## config.mk

```make
export PLATFORM = sky130hd
export DESIGN_NAME = canbus_io_cycle_controller
export DESIGN_NICKNAME = d
export VERILOG_FILES = /design/src/rtl/canbus_io_cycle_controller.sv
export SDC_FILE = /design/constraint.sdc
export NUM_CORES = 1
export LEC_CHECK = 0
export ABC_AREA = 1
export CAP_MARGIN = 20
export CORE_ASPECT_RATIO = 0.8
export CORE_UTILIZATION = 40
export DETAILED_ROUTE_END_ITERATION = 10
export SLEW_MARGIN = 30
export SYNTH_ARGS = -nofsm -noshare
export SYNTH_HDL_FRONTEND = slang
export SYNTH_SLANG_ARGS = --single-unit
```

## constraint.sdc

```tcl
create_clock -name Clock -period 2 [get_ports Clock]
set_input_delay 0.3 -clock Clock [delete_from_list [all_inputs] [get_ports Clock]]
set_output_delay 0.3 -clock Clock [all_outputs]
set_load 0.03 [all_outputs]
```

## src/rtl/canbus_io_cycle_controller.sv

```systemverilog
`default_nettype none
// +------------------------------------------------------------------------+
// | Module   : canbus_io_cycle_controller                                  |
// | Purpose  : Bus-cycle sequencer between the 68k bus and the off-chip    |
// |            CAN controller. Turns a 68k access in the CAN window into   |
// |            timed chip-select / read / write strobes and a dtack, with  |
// |            programmable setup, strobe and recovery wait states.        |
// | Ports    :                                                             |
// |   Clock          in   system clock, rising edge                        |
// |   Reset_L        in   asynchronous active-low reset                    |
// |   AS_L           in   68k address strobe                               |
// |   UDS_L, LDS_L   in   68k upper / lower data strobes                   |
// |   RW             in   68k read/write (1 = read)                        |
// |   CanBusSelect_H in   address-decoder select for the CAN window        |
// |   CanBusCS_L     out  CAN chip select                                  |
// |   CanBusRD_L     out  CAN read strobe                                  |
// |   CanBusWR_L     out  CAN write strobe                                 |
// |   CanBusDtack_L  out  dtack towards the dtack generator                |
// |   Busy_H         out  high whenever the sequencer is not idle          |
// | Revision : 1.0  initial release                                        |
// +------------------------------------------------------------------------+
module canbus_io_cycle_controller #(
  parameter int unsigned SETUP_CLKS    = 1,  // 0..15
  parameter int unsigned STROBE_CLKS   = 3,  // 0..15
  parameter int unsigned RECOVERY_CLKS = 2   // 0..15
) (
  input  logic Clock,
  input  logic Reset_L,
  input  logic AS_L,
  input  logic UDS_L,
  input  logic LDS_L,
  input  logic RW,
  input  logic CanBusSelect_H,
  output logic CanBusCS_L,
  output logic CanBusRD_L,
  output logic CanBusWR_L,
  output logic CanBusDtack_L,
  output logic Busy_H
);

  // Wait-state reload values, trimmed to the 4-bit counter.
  localparam logic [3:0] SETUP_LOAD    = 4'(SETUP_CLKS);
  localparam logic [3:0] STROBE_LOAD   = 4'(STROBE_CLKS);
  localparam logic [3:0] RECOVERY_LOAD = 4'(RECOVERY_CLKS);

  typedef enum logic [2:0] {
    ST_IDLE    = 3'd0,
    ST_SETUP   = 3'd1,
    ST_STROBE  = 3'd2,
    ST_ACK     = 3'd3,
    ST_RECOVER = 3'd4
  } state_t;

  state_t     state;
  state_t     next_state;
  logic [3:0] count;
  logic [3:0] next_count;
  logic       rw_latched;
  logic       next_rw;
  logic       ds_active;

  logic       next_cs_l;
  logic       next_rd_l;
  logic       next_wr_l;
  logic       next_dtack_l;
  logic       next_busy;

  assign ds_active = ~UDS_L | ~LDS_L;

  // State, counter and latched direction.
  always_ff @(posedge Clock or negedge Reset_L) begin
    if (!Reset_L) begin
      state      <= ST_IDLE;
      count      <= 4'd0;
      rw_latched <= 1'b1;
    end else begin
      state      <= next_state;
      count      <= next_count;
      rw_latched <= next_rw;
    end
  end

  // Next-state logic. Every wait state is loaded on entry and leaves on the
  // edge at which the counter already reads zero, so a state lasts at least
  // its parameter + 1 clocks. AS_L negating always wins over a counter exit,
  // which is what keeps an aborted cycle from ever reaching ACK.
  always_comb begin
    next_state = state;
    next_count = count;
    next_rw    = rw_latched;

    case (state)
      ST_IDLE: begin
        if (!AS_L && CanBusSelect_H) begin
          next_state = ST_SETUP;
          next_count = SETUP_LOAD;
        end
      end

      ST_SETUP: begin
        if (AS_L) begin
          next_state = ST_RECOVER;
          next_count = RECOVERY_LOAD;
        end else if ((count == 4'd0) && ds_active) begin
          // Direction is frozen here; later RW wiggles are ignored.
          next_state = ST_STROBE;
          next_count = STROBE_LOAD;
          next_rw    = RW;
        end else if (count != 4'd0) begin
          // Saturates at zero: SETUP stretches until a data strobe shows up,
          // which covers the late DS of a 68k write.
          next_count = count - 4'd1;
        end
      end

      ST_STROBE: begin
        if (AS_L) begin
          next_state = ST_RECOVER;
          next_count = RECOVERY_LOAD;
        end else if (count == 4'd0) begin
          next_state = ST_ACK;
        end else begin
          next_count = count - 4'd1;
        end
      end

      ST_ACK: begin
        if (AS_L) begin
          next_state = ST_RECOVER;
          next_count = RECOVERY_LOAD;
        end
      end

      ST_RECOVER: begin
        // New selects are ignored here; IDLE picks them up if AS_L is
        // still asserted once recovery has elapsed.
        if (count == 4'd0) begin
          next_state = ST_IDLE;
        end else begin
          next_count = count - 4'd1;
        end
      end

      default: begin
        next_state = ST_IDLE;
        next_count = 4'd0;
      end
    endcase
  end

  // Output decode of the *next* state, so the registered outputs always
  // match the state register with no input-to-output combinational path.
  always_comb begin
    next_cs_l    = 1'b1;
    next_rd_l    = 1'b1;
    next_wr_l    = 1'b1;
    next_dtack_l = 1'b1;
    next_busy    = (next_state != ST_IDLE);

    case (next_state)
      ST_SETUP: begin
        next_cs_l = 1'b0;
      end
      ST_STROBE: begin
        next_cs_l = 1'b0;
        next_rd_l = ~next_rw;
        next_wr_l = next_rw;
      end
      ST_ACK: begin
        next_cs_l    = 1'b0;
        next_rd_l    = ~next_rw;
        next_wr_l    = next_rw;
        next_dtack_l = 1'b0;
      end
      default: begin
        next_cs_l = 1'b1;
      end
    endcase
  end

  // Registered outputs; reset drives every strobe inactive immediately.
  always_ff @(posedge Clock or negedge Reset_L) begin
    if (!Reset_L) begin
      CanBusCS_L    <= 1'b1;
      CanBusRD_L    <= 1'b1;
      CanBusWR_L    <= 1'b1;
      CanBusDtack_L <= 1'b1;
      Busy_H        <= 1'b0;
    end else begin
      CanBusCS_L    <= next_cs_l;
      CanBusRD_L    <= next_rd_l;
      CanBusWR_L    <= next_wr_l;
      CanBusDtack_L <= next_dtack_l;
      Busy_H        <= next_busy;
    end
  end

endmodule
`default_nettype wire

```

==> results.toml <==
[die]
core_um2 = 1944
dieArea_um2 = 2330
fp.dieW_um = 53.72
start_util_pct = 44.02
io_pins = 12
rows = 14
die_height_um = 43.37

[finish]
utilization_pct = 52.64
fin_cells = 151
n_antenna_cell = 0
layout.cell_area.non_filler_um2 = 1023
fin_nets = 136
layout-drive-gt1-share_pct = 30.71
synthToLayoutAreaGrowth_pct = 19.59
nFillCells = 191

[critical_path]
crit_buf_inv = 1
path_cells = "clkdlybuf4s50_1"
critPathSlowestCell = "clkdlybuf4s50_1"
start_kind = "flip-flop"
critPathKind = "reg2out"
cp_data_required_time_ps = 1700
crit_arrival_ps = 1460
critPathCaptureType = "primary output"
critical_path.max_fanout = 1
critPathTopFamily = "buffers and inverters"
r2r_slack_ps = 380
cp_slowest_stage_delay_ps = 660

[global_routing]
grt_overflow_total = 0
grt_pass1_vias = 696
grt_usage_pct = 17.97
grt_pass1_wl_mm = 2.987
grt_max_degree = 14
antenna_found_initial = 0

[job]
cap_violations = 0

[placement]
place_congestion = 0.8459
dpl.cell_count = 147
io_buffers = 11
dp_hpwl_mm = 1.336
dpl-instance-area_um2 = 996.0
pre_cts_ws_ps = 300.3

[power]
leakagePower_nw = 0.5054
peakVddDrop_mv = 0.8763
power_per_cell_area_nw_per_um2 = 1458
totalPowerFinal_mw = 1.493

[sta]
fmax_mhz = 568.8
worst_slew_pin_slew_ps = 555.7
finalHoldViolations = 0
rsz0062_at_grt = "no"
final.setup.tns_ps = 0
fin_crit_sh_pct = 87.91
fin_skew_ps = 2.015
setup_violations = 0
timing.hold.ws_ps = 380.9
drv_slew = 0
period_needed_ps = 1758
finalWorstSetupSlack_ps = 241.9
max_slew_margin_pct = 62.84

[clock_tree]
clock_latency_ps = 270
cts_tree = "done"
cts_buffer_depth = 2
clock-root-buffer = "clkbuf_4"
ctsResizeCount = 0
cts_buffers = 3
cts_sinks = 13
cts_hold_buffers = 0
clk_pin_slew_worst_paths_ps = 80
post_cts_buffers = 0
htreeDepth = 1

[drt]
first_pass_iters = 4
wl_mm = 1.672
drt_iter0_drc = 18
final_antenna_net_count = 0
drc_errors = 0
avgRoutedWirePerCell_um = 11.07
num_vias = 762
vias_per_cell = 5.046

[synthesis]
netlist_instances = 112
ys.warnings.count = 0
ys_ff_latch = 13
syn_nets = 120
synth_largest_area_cell = "dfrtp_1"
synth_area_leaders = "dfrtp_1 (23%), dfstp_2 (15%), nand2_1 (13%)"
syn_area_per_cell_um2 = 7.641
synth_top_area_share_pct = 23.39
ys_seq_area_share_pct = 38.74
synthDistinctLibCells = 24
synth_area_um2 = 855.8

[status]
status = "finished clean"

[worst_hold_path]
hold_class = "in2async"
-- worst paths after layout --
kind	startpoint	to	cells after the start
max	CanBusRD_L	CanBusRD_L	1
min	Reset_L	count[2]	1
max reg2reg	count[0]	count[0]	9
min reg2reg	count[0]	count[0]	2
max in group asynchronous	Reset_L	CanBusWR_L	1
min in group Clock	count[0]	count[0]	2
-- layout by cell type (no fill, tap or decap) --
cell             instances
nor3_1                   1
ha_1                     1
inv_1                    9
xor2_1                   1
nand3_1                  8
o211ai_1                 1
nand2_2                  7
inv_2                    8
a21oi_1                  1
nor2_1                   8
clkbuf_4                 3
dfstp_2                  5
o21ai_1                  3
clkinv_2                 2
dfrtp_1                  8
nand4_4                  1
nor2_2                   5
nand3_2                  1
o21ai_2                  1
nor2_4                   5
clkdlybuf4s50_1         11
o21ai_0                  1
nand2_1                 30
nand4_1                  4
nand2_4                  1
a31oi_1                  1
-- cell usage after synthesis --
| master | instances |
|---|---|
| nand2_1 | 30 |
| inv_1 | 9 |
| dfrtp_1 | 8 |
| inv_2 | 8 |
| nand3_1 | 8 |
| nor2_1 | 8 |
| nand2_2 | 7 |
| dfstp_2 | 5 |
| nor2_2 | 5 |
| nor2_4 | 5 |
| nand4_1 | 4 |
| o21ai_1 | 3 |
| a21oi_1 | 1 |
| a31oi_1 | 1 |
| clkinv_2 | 1 |
| ha_1 | 1 |
| nand2_4 | 1 |
| nand3_2 | 1 |
| nand4_4 | 1 |
| nor3_1 | 1 |
| o211ai_1 | 1 |
| o21ai_0 | 1 |
| o21ai_2 | 1 |
| xor2_1 | 1 |
-- area by class of cell --
class                           instances  area (um2)  share of cell area, %
Sequential cell                        13       331.6                  32.40
Clock inverter                          1       5.005                 0.4890
Inverter                               18       68.82                  6.724
Clock buffer                            3       22.52                  2.200
Tap cell                               24       30.03                  2.934
Multi-Input combinational cell         81       455.4                  44.50
Timing Repair Buffer                   11       110.1                  10.76
-- sequential cells by signal (all words and copies together), names as in the netlist --
name	count
Busy_H	1
CanBusCS_L	1
CanBusDtack_L	1
CanBusRD_L	1
CanBusWR_L	1
count	4
rw_latched	1
state	3
-- cell families (layout without fill, tap and decap cells) --
logic type | count (synthesis) | in the layout | synth area share [%]
DFF | 13 | 13 | 38.74
AOI/OAI and AO/OA | 8 | 8 | 5.555
buffers and inverters | 18 | 33 | 8.040
and+or+nand+nor | 71 | 71 | 45.17
xor gates and xnor gates | 1 | 1 | 1.024
adders and majority gates | 1 | 1 | 1.462
-- where the power goes --
part / total (mW) / switching (mW) / internal (mW) / leakage (nW)
sequential: 0.436 / 0.0675 / 0.368 / 0.157
clock: 0.159 / 0.0844 / 0.0741 / 0.0177
combinational: 0.898 / 0.584 / 0.314 / 0.331
total: 1.49 / 0.736 / 0.757 / 0.505
-- layer usage --
metal / vias up / part of all wire (%) / track usage (%) / wire length, um
li1: 383 / - / - / -
met1: 346 / 45 / 23.71 / 759
met2: 29 / 44 / 27.90 / 742
met3: 4 / 9.1 / 6.316 / 152
met4: 0 / 1.0 / 4.737 / 17
met5: - / 0 / 0 / 0
No activity file was read; power rests on OpenSTA's default activity.
